**src/rtl/clic_claim_sequencer.sv**
```systemverilog
// Picks the highest-ranked eligible interrupt, offers it to the hart over valid/ready,
// and pulses a one-hot pending clear for edge-triggered sources after acceptance.
module clic_claim_sequencer #(
  parameter int N_SOURCE   = 32,
  parameter int INTCTLBITS = 8,
  parameter int SRCW       = $clog2(N_SOURCE)
) (
  input  logic                     clk_i,
  input  logic                     rst_i,
  input  logic [N_SOURCE-1:0]      ip_i,
  input  logic [N_SOURCE-1:0]      ie_i,
  input  logic [N_SOURCE-1:0]      le_i,
  input  logic [N_SOURCE-1:0]      shv_i,
  input  logic [N_SOURCE-1:0][7:0] intctl_i,
  input  logic [N_SOURCE-1:0][1:0] intmode_i,
  input  logic [7:0]               mintthresh_i,
  output logic                     irq_valid_o,
  input  logic                     irq_ready_i,
  output logic [SRCW-1:0]          irq_id_o,
  output logic [7:0]               irq_level_o,
  output logic [1:0]               irq_priv_o,
  output logic                     irq_shv_o,
  output logic [N_SOURCE-1:0]      edge_clear_o
);

  localparam int KW = 11 + SRCW;
  localparam int P  = 1 << SRCW;
  localparam logic [7:0] LVL_MASK = 8'(8'hFF >> INTCTLBITS);

  typedef enum logic [1:0] {IDLE, OFFER, CLEAR} state_t;

  state_t                state_q, state_d;
  logic [SRCW-1:0]       id_q;
  logic [7:0]            level_q;
  logic [1:0]            priv_q;
  logic                  shv_q;
  logic [N_SOURCE-1:0]   edge_clear_q, edge_clear_d;
  logic                  load;

  logic [N_SOURCE-1:0][7:0] lvl;
  logic [N_SOURCE-1:0]      elig;
  // Tree node key: {eligible, mode, level, id}; the eligible bit makes any candidate beat padding.
  logic [KW-1:0]            node [2*P-1];

  genvar gi;
  generate
    for (gi = 0; gi < P; gi++) begin : g_leaf
      if (gi < N_SOURCE) begin : g_src
        assign lvl[gi]        = intctl_i[gi] | LVL_MASK;
        assign elig[gi]       = ip_i[gi] & ie_i[gi] & (lvl[gi] > mintthresh_i);
        assign node[P-1+gi]   = {elig[gi], intmode_i[gi], lvl[gi], SRCW'(gi)};
      end else begin : g_pad
        assign node[P-1+gi]   = '0;
      end
    end
    for (gi = 0; gi < P-1; gi++) begin : g_node
      assign node[gi] = (node[2*gi+1] > node[2*gi+2]) ? node[2*gi+1] : node[2*gi+2];
    end
  endgenerate

  logic            win_valid;
  logic [SRCW-1:0] win_id;
  logic [7:0]      win_lvl;
  logic [1:0]      win_mode;

  assign win_valid = node[0][KW-1];
  assign win_id    = node[0][SRCW-1:0];
  assign win_lvl   = node[0][SRCW+7:SRCW];
  assign win_mode  = node[0][SRCW+9:SRCW+8];

  always_comb begin
    state_d      = state_q;
    load         = 1'b0;
    edge_clear_d = '0;
    unique case (state_q)
      IDLE: begin
        if (win_valid) begin
          state_d = OFFER;
          load    = 1'b1;
        end
      end
      OFFER: begin
        if (irq_ready_i) begin
          state_d = CLEAR;
          // Pulse is registered on the accept edge so the output never sees le_i combinationally.
          edge_clear_d[id_q] = le_i[id_q];
        end else if (!elig[id_q] || (win_id != id_q)) begin
          state_d = IDLE;
        end
      end
      CLEAR:   state_d = IDLE;
      default: state_d = IDLE;
    endcase
  end

  always_ff @(posedge clk_i or posedge rst_i) begin
    if (rst_i) begin
      state_q      <= IDLE;
      id_q         <= '0;
      level_q      <= '0;
      priv_q       <= '0;
      shv_q        <= 1'b0;
      edge_clear_q <= '0;
    end else begin
      state_q      <= state_d;
      edge_clear_q <= edge_clear_d;
      if (load) begin
        id_q    <= win_id;
        level_q <= win_lvl;
        priv_q  <= win_mode;
        shv_q   <= shv_i[win_id];
      end
    end
  end

  assign irq_valid_o  = (state_q == OFFER);
  assign irq_id_o     = id_q;
  assign irq_level_o  = level_q;
  assign irq_priv_o   = priv_q;
  assign irq_shv_o    = shv_q;
  assign edge_clear_o = edge_clear_q;

endmodule

```
**config.mk**
```make
export PLATFORM = sky130hd
export DESIGN_NAME = clic_claim_sequencer
export DESIGN_NICKNAME = d
export VERILOG_FILES = /design/src/rtl/clic_claim_sequencer.sv
export SDC_FILE = /design/constraint.sdc
export NUM_CORES = 1
export LEC_CHECK = 0
export BUFFER_PORTS_ARGS = -buffer_cell sky130_fd_sc_hd__buf_2
export CAP_MARGIN = 40
export CORE_MARGIN = 1.5
export CORE_UTILIZATION = 45
export CTS_CLUSTER_SIZE = 16
export DETAILED_ROUTE_END_ITERATION = 10
export PLACE_DENSITY = 0.72
export SYNTH_ARGS = -nofsm -noshare
export SYNTH_HDL_FRONTEND = slang
export SYNTH_SLANG_ARGS = --single-unit
```
**constraint.sdc**
```tcl
create_clock -name clk_i -period 3.12 [get_ports clk_i]
set_input_delay 0.624 -clock clk_i [delete_from_list [all_inputs] [get_ports clk_i]]
set_output_delay 0.624 -clock clk_i [all_outputs]
set_load 0.03 [all_outputs]
```
-- After elaboration in Yosys (flattened, before gate mapping)
Cells that the tools add are included.
- logic and storage cells: 193
- output and inout port bits: 49
- bits in registers: 50
- bitwise gates (word level): 65
- multiplexer cells: 47
- order comparisons: 66
- equality and inequality tests: 4
- reductions and logical operators: 5
- operators with widths (kind ; count):
    $gt 16x16->1 ; 31
    $mux 16 ; 31
    $gt 8x8->1 ; 32
    $and 1x1->1 ; 64
    $mux 32 ; 2
    $and 32x32->32 ; 1
    $bmux 1 s5 ; 3
    $lt 5x6->1 const B ; 2
    $mux 1 ; 6
    $mux 2 ; 3
    $demux 1 s5 ; 1
    $ge 5x1->1 const B ; 1
    $ne 5x5->1 ; 1
    $pmux 2 s2 ; 1
    $ne 3x1->1 const B ; 1
    $eq 2x1->1 const B ; 1
    $logic_not 2->1 ; 1
    $ne 2x2->1 const B ; 1
    $reduce_and 2->1 ; 1
    $logic_and 1x1->1 ; 1
    $logic_not 1->1 ; 1
    $logic_or 1x1->1 ; 1

-- Logic depth before layout (Yosys ltp)
- word-level depth: 17
- gate-level depth with buffers: 63
- mapped depth without buffers: 56

-- Least setup slack after synthesis
No wires, ideal clock.
- path kind: input port to flip-flop
- start: input mintthresh_i[1]
- end: register shv_q (netlist: irq_shv_o)
- arrival time: 13.154 ns
- data required time: 2.994 ns
- path slack: -10.160 ns
- stages: 57
- cell sequence: inv_1 -> ha_1 -> nor2b_1 -> o21a_1 -> o21a_1 -> o21ai_0 -> a21oi_1 -> o31ai_1 -> inv_1 -> ha_1 -> nand4_1 -> o21ai_1 -> clkbuf_1 -> buf_1 -> a21oi_1 -> ha_1 -> a211oi_1 -> o21ai_0 -> (+21 left out) -> a2111oi_1 -> o31a_1 -> clkbuf_1 -> clkbuf_1 -> o21ai_0 -> ha_1 -> nand4_1 -> nor2_1 -> and3_1 -> inv_1 -> o31a_1 -> nor2_4 -> mux2_2 -> buf_6 -> a211oi_2 -> a211oi_1 -> a311o_1 -> a311o_1
- cells in the longest elaborated chain, start to end: 14
- elaborated cells between the ends (all ways): 130
- classes of those cells: order compare: 63; mux: 35; bitwise: 32
- RTL lines (what ; line ; RTL):
    start, declared ; 16 ; input logic [7:0] mintthresh_i,
    $gt 8x8->1 ; 50 ; assign elig[gi] = ip_i[gi] & ie_i[gi] & (lvl[gi] > mintthresh_i);
    $and 1x1->1 ; 50 ;
    $gt 16x16->1 ; 57 ; assign node[gi] = (node[2*gi+1] > node[2*gi+2]) ? node[2*gi+1] : node[2*gi+2];
    $mux 16 ; 57 ;
    $gt 16x16->1 ; 57 ;
    $mux 16 ; 57 ;
    $gt 16x16->1 ; 57 ;
    $mux 16 ; 57 ;
    $gt 16x16->1 ; 57 ;
    $mux 16 ; 57 ;
    $gt 16x16->1 ; 57 ;
    $mux 16 * ; 57 ;
    $bmux 1 s5 or $mux 1 (tied branches) ; 111, 77 ;
    $mux 1 (on tied branches) ; 111, 75 ;
    end signal, assigned ; 111 ; shv_q <= shv_i[win_id];
    end, declared ; 36 ; logic shv_q;
Mark *: on every way between the ends. The rest lies on a longest branch, timed or not. The select of a mux whose other input is x is not followed.
A chain may end at the register's enable or synchronous reset.

-- Worst setup path in the final report
Ends and elaborated chain as after synthesis.

==> impl_metrics.env <==
export IMPL_syn_nets=3667
export IMPL_die_h_um=216
export IMPL_wl_um=101000
export IMPL_yosysWarnings=0
export IMPL_cts_hold_buf=0
export IMPL_period_share_pct=377
export IMPL_gp_congestion=1.03
export IMPL_peakVddDrop_mv=1.60
export IMPL_final_hold_viol_count=0
export IMPL_max_freq_mhz=84.9
export IMPL_cts_root_buf="clkbuf_16"
export IMPL_relSlewSlack_pct=41.2
export IMPL_area_growth_pct=75.6
export IMPL_start_util_pct=45.9
export IMPL_core_um2=44400
export IMPL_violations="setup timing"
export IMPL_cts_buffers=5
export IMPL_status="complete, but fails checks"
export IMPL_drive_above_1_share_pct=50.9
export IMPL_p_per_area_nw_per_um2=888
export IMPL_arrival_ps=11950
export IMPL_fin_tns_setup_ps=-142960
export IMPL_min_period_ps=11770
export IMPL_synth_flop_cell="dfrtp_1"
export IMPL_syn_inst=2643
export IMPL_first_iter_violations=1888
export IMPL_clk_latency_ps=300
export IMPL_die_x_um=216
export IMPL_grt_ovfl_total=0
export IMPL_netlist_area_um2=20400
export IMPL_row_count=77
export IMPL_synthArstFlopShare_pct=100
export IMPL_wire_per_inst_um=20.8
export IMPL_dieArea_um2=46500
export IMPL_met1_usage_pct=44.1
export IMPL_vias=28500
export IMPL_grt_use_met3_pct=6.13
export IMPL_r2r_slack_ps=210
export IMPL_grt_pass1_wl_um=145000
export IMPL_cts_tree="done"
export IMPL_mostFrequentLayoutCells="buf_4 (1085), buf_2 (510), ha_1 (492)"
export IMPL_top_usage_layer="met2"
export IMPL_vias_per_cell=5.85
export IMPL_crit_path_end_kind="flop"
export IMPL_syn_area_per_cell_um2=7.71
export IMPL_cp_start_kind="input port"
export IMPL_use_met2_pct=68.4
export IMPL_worst_slack_ps=-8650
export IMPL_synth_seq_cells=50
export IMPL_worstMarginPinSlew_ps=860
export IMPL_grt_pass1_vias=28700
export IMPL_total_power_w=0.0318
export IMPL_r2r_end="state_q[0]"
export IMPL_reg2reg_from="irq_id_o[0]"
export IMPL_worst_ep_required_time_ps=3300
export IMPL_ff2ff_path_depth=6
export IMPL_holdWs_ps=341
export IMPL_nets=5295
export IMPL_hold_class="input port to asynchronous set/reset pin"
export IMPL_antenna_found_initial=4
export IMPL_finalMaxSlewViolations=0
export IMPL_fin_skew_ps=10.8
export IMPL_path_max_fanout=7
export IMPL_synth_seq_area_share_pct=6.14
export IMPL_final_common_cell="buf_4"
export IMPL_max_stage_delay_ps=420
export IMPL_dp_hpwl_um=77800
export IMPL_pin_count=508
export IMPL_p_leak_nw=18.8
export IMPL_firstDrtPassIters=5
export IMPL_fill_cells=2876
export IMPL_ant_nets=0
export IMPL_cts_sinks=50
export IMPL_grt_max_degree=29
export IMPL_ctsHtreeMaxLevel=2
export IMPL_grt_usage_pct=38.8
export IMPL_synthDistinctLibCells=86
export IMPL_clk_pin_slew_ps=70
export IMPL_grt_setup_unrepaired="true"
export IMPL_crit_type="input port to flop"
export IMPL_clk_path_buf_depth=2
export IMPL_max_cap_violations=0
export IMPL_synth_edf_count=0
export IMPL_drc=0
export IMPL_cpMaxStageDelayCell="mux2i_4"
export IMPL_final_setup_viol_count=17
export IMPL_port_buffers=507
critical path: cells and delay by family:
| kind | cells | cell delay [ps] |
|---|---|---|
| compound gates | 25 | 5120 |
| buf+inv | 12 | 1510 |
| mux | 4 | 1290 |
| fa+ha+maj | 6 | 1600 |
| simple gates | 11 | 1780 |
power breakdown:
group / total (W) / internal, W / switching (W) / leakage, nW
clock: 0.000615 / 0.000375 / 0.000240 / 0.0799
combinational: 0.0302 / 0.0157 / 0.0145 / 18.1
sequential: 0.000948 / 0.000775 / 0.000173 / 0.662
total: 0.0318 / 0.0168 / 0.0149 / 18.8
final cells by class:
class / count / area, µm² / share of cell area, %
antenna: 3 / 7.51 / 0.0210
clock inverter: 2 / 38.8 / 0.108
tap: 592 / 741 / 2.07
sequential: 50 / 1250 / 3.50
multi-input combinational: 2191 / 20400 / 57.1
clock buffer: 5 / 125 / 0.350
inverter: 347 / 1320 / 3.68
timing repair buffer: 1676 / 11900 / 33.2
how the worst max path moves through the flow:
stage	from	to	depth (start not counted)
after detailed placement	mintthresh_i[1]	irq_shv_o	57
after global routing	mintthresh_i[1]	irq_shv_o	60
final	mintthresh_i[1]	irq_shv_o	58
after floorplan	mintthresh_i[1]	irq_shv_o	58
after global placement	mintthresh_i[1]	irq_shv_o	57
after CTS	mintthresh_i[1]	irq_shv_o	59
cell usage after synthesis (10+ instances only):
cell type	n	area, µm²
and3_1	15	93.8
inv_1	346	1300
mux4_2	17	383
clkbuf_1	42	158
nor2b_1	73	457
a21oi_1	310	1550
nor3_1	24	120
nor2_1	203	762
a221o_1	11	110
o31ai_1	38	285
mux2_2	53	597
dfrtp_1	50	1250
a211oi_1	23	173
mux2i_1	143	1430
nand4_1	56	350
nand2b_1	10	62.6
o21a_1	79	593
o21ai_0	132	661
a21o_1	34	255
nand2_1	149	559
o211ai_1	10	75.1
nand3_1	67	335
o21ai_1	10	50.1
o311a_1	21	210
nand4b_1	16	140
ha_1	565	7070
kinds of logic after synthesis:
family,after synthesis,share of synthesized area (%)
flops,50,6.14
buf+inv,404,7.54
compound gates,757,23.9
simple gates,643,15.2
xor+xnor,7,0.301
mux,217,12.2
fa+ha+maj,565,34.7
per-layer routing:
metal | vias up | part of all wire [%]
li1 | 13000 | -
met1 | 13400 | 38
met2 | 1531 | 47
met3 | 507 | 7.6
met4 | 6 | 7.5
met5 | - | 0.045
registers in the layout, indices dropped and copies added, names as in the netlist:
register / flops
irq_priv_o: 2
state_q: 2
irq_shv_o: 1
edge_clear_o: 32
irq_level_o: 8
irq_id_o: 5
per-stage QoR:
stage          std cells  setup WS [ps]  util [%]  cell area, µm²
5_1_grt             4864          -9000      80.5           35800
3_5_place_dp        4666          -9320      69.9           31000
4_1_cts             4807          -8000      76.3           33900
3_3_place_gp        4665          -9010      69.9           31000
6_report            4866          -8650      80.5           35800
2_1_floorplan       2643          -9150         -           20400
timing repair:
item,in CTS,in global routing
buffers inserted,121,55
pin swaps,113,142
cloned,13,2
resized for setup,384,270
endpoints found under the setup margin,17,17
hold endpoints to repair,0,0
(Power assumes the default switching activity.)
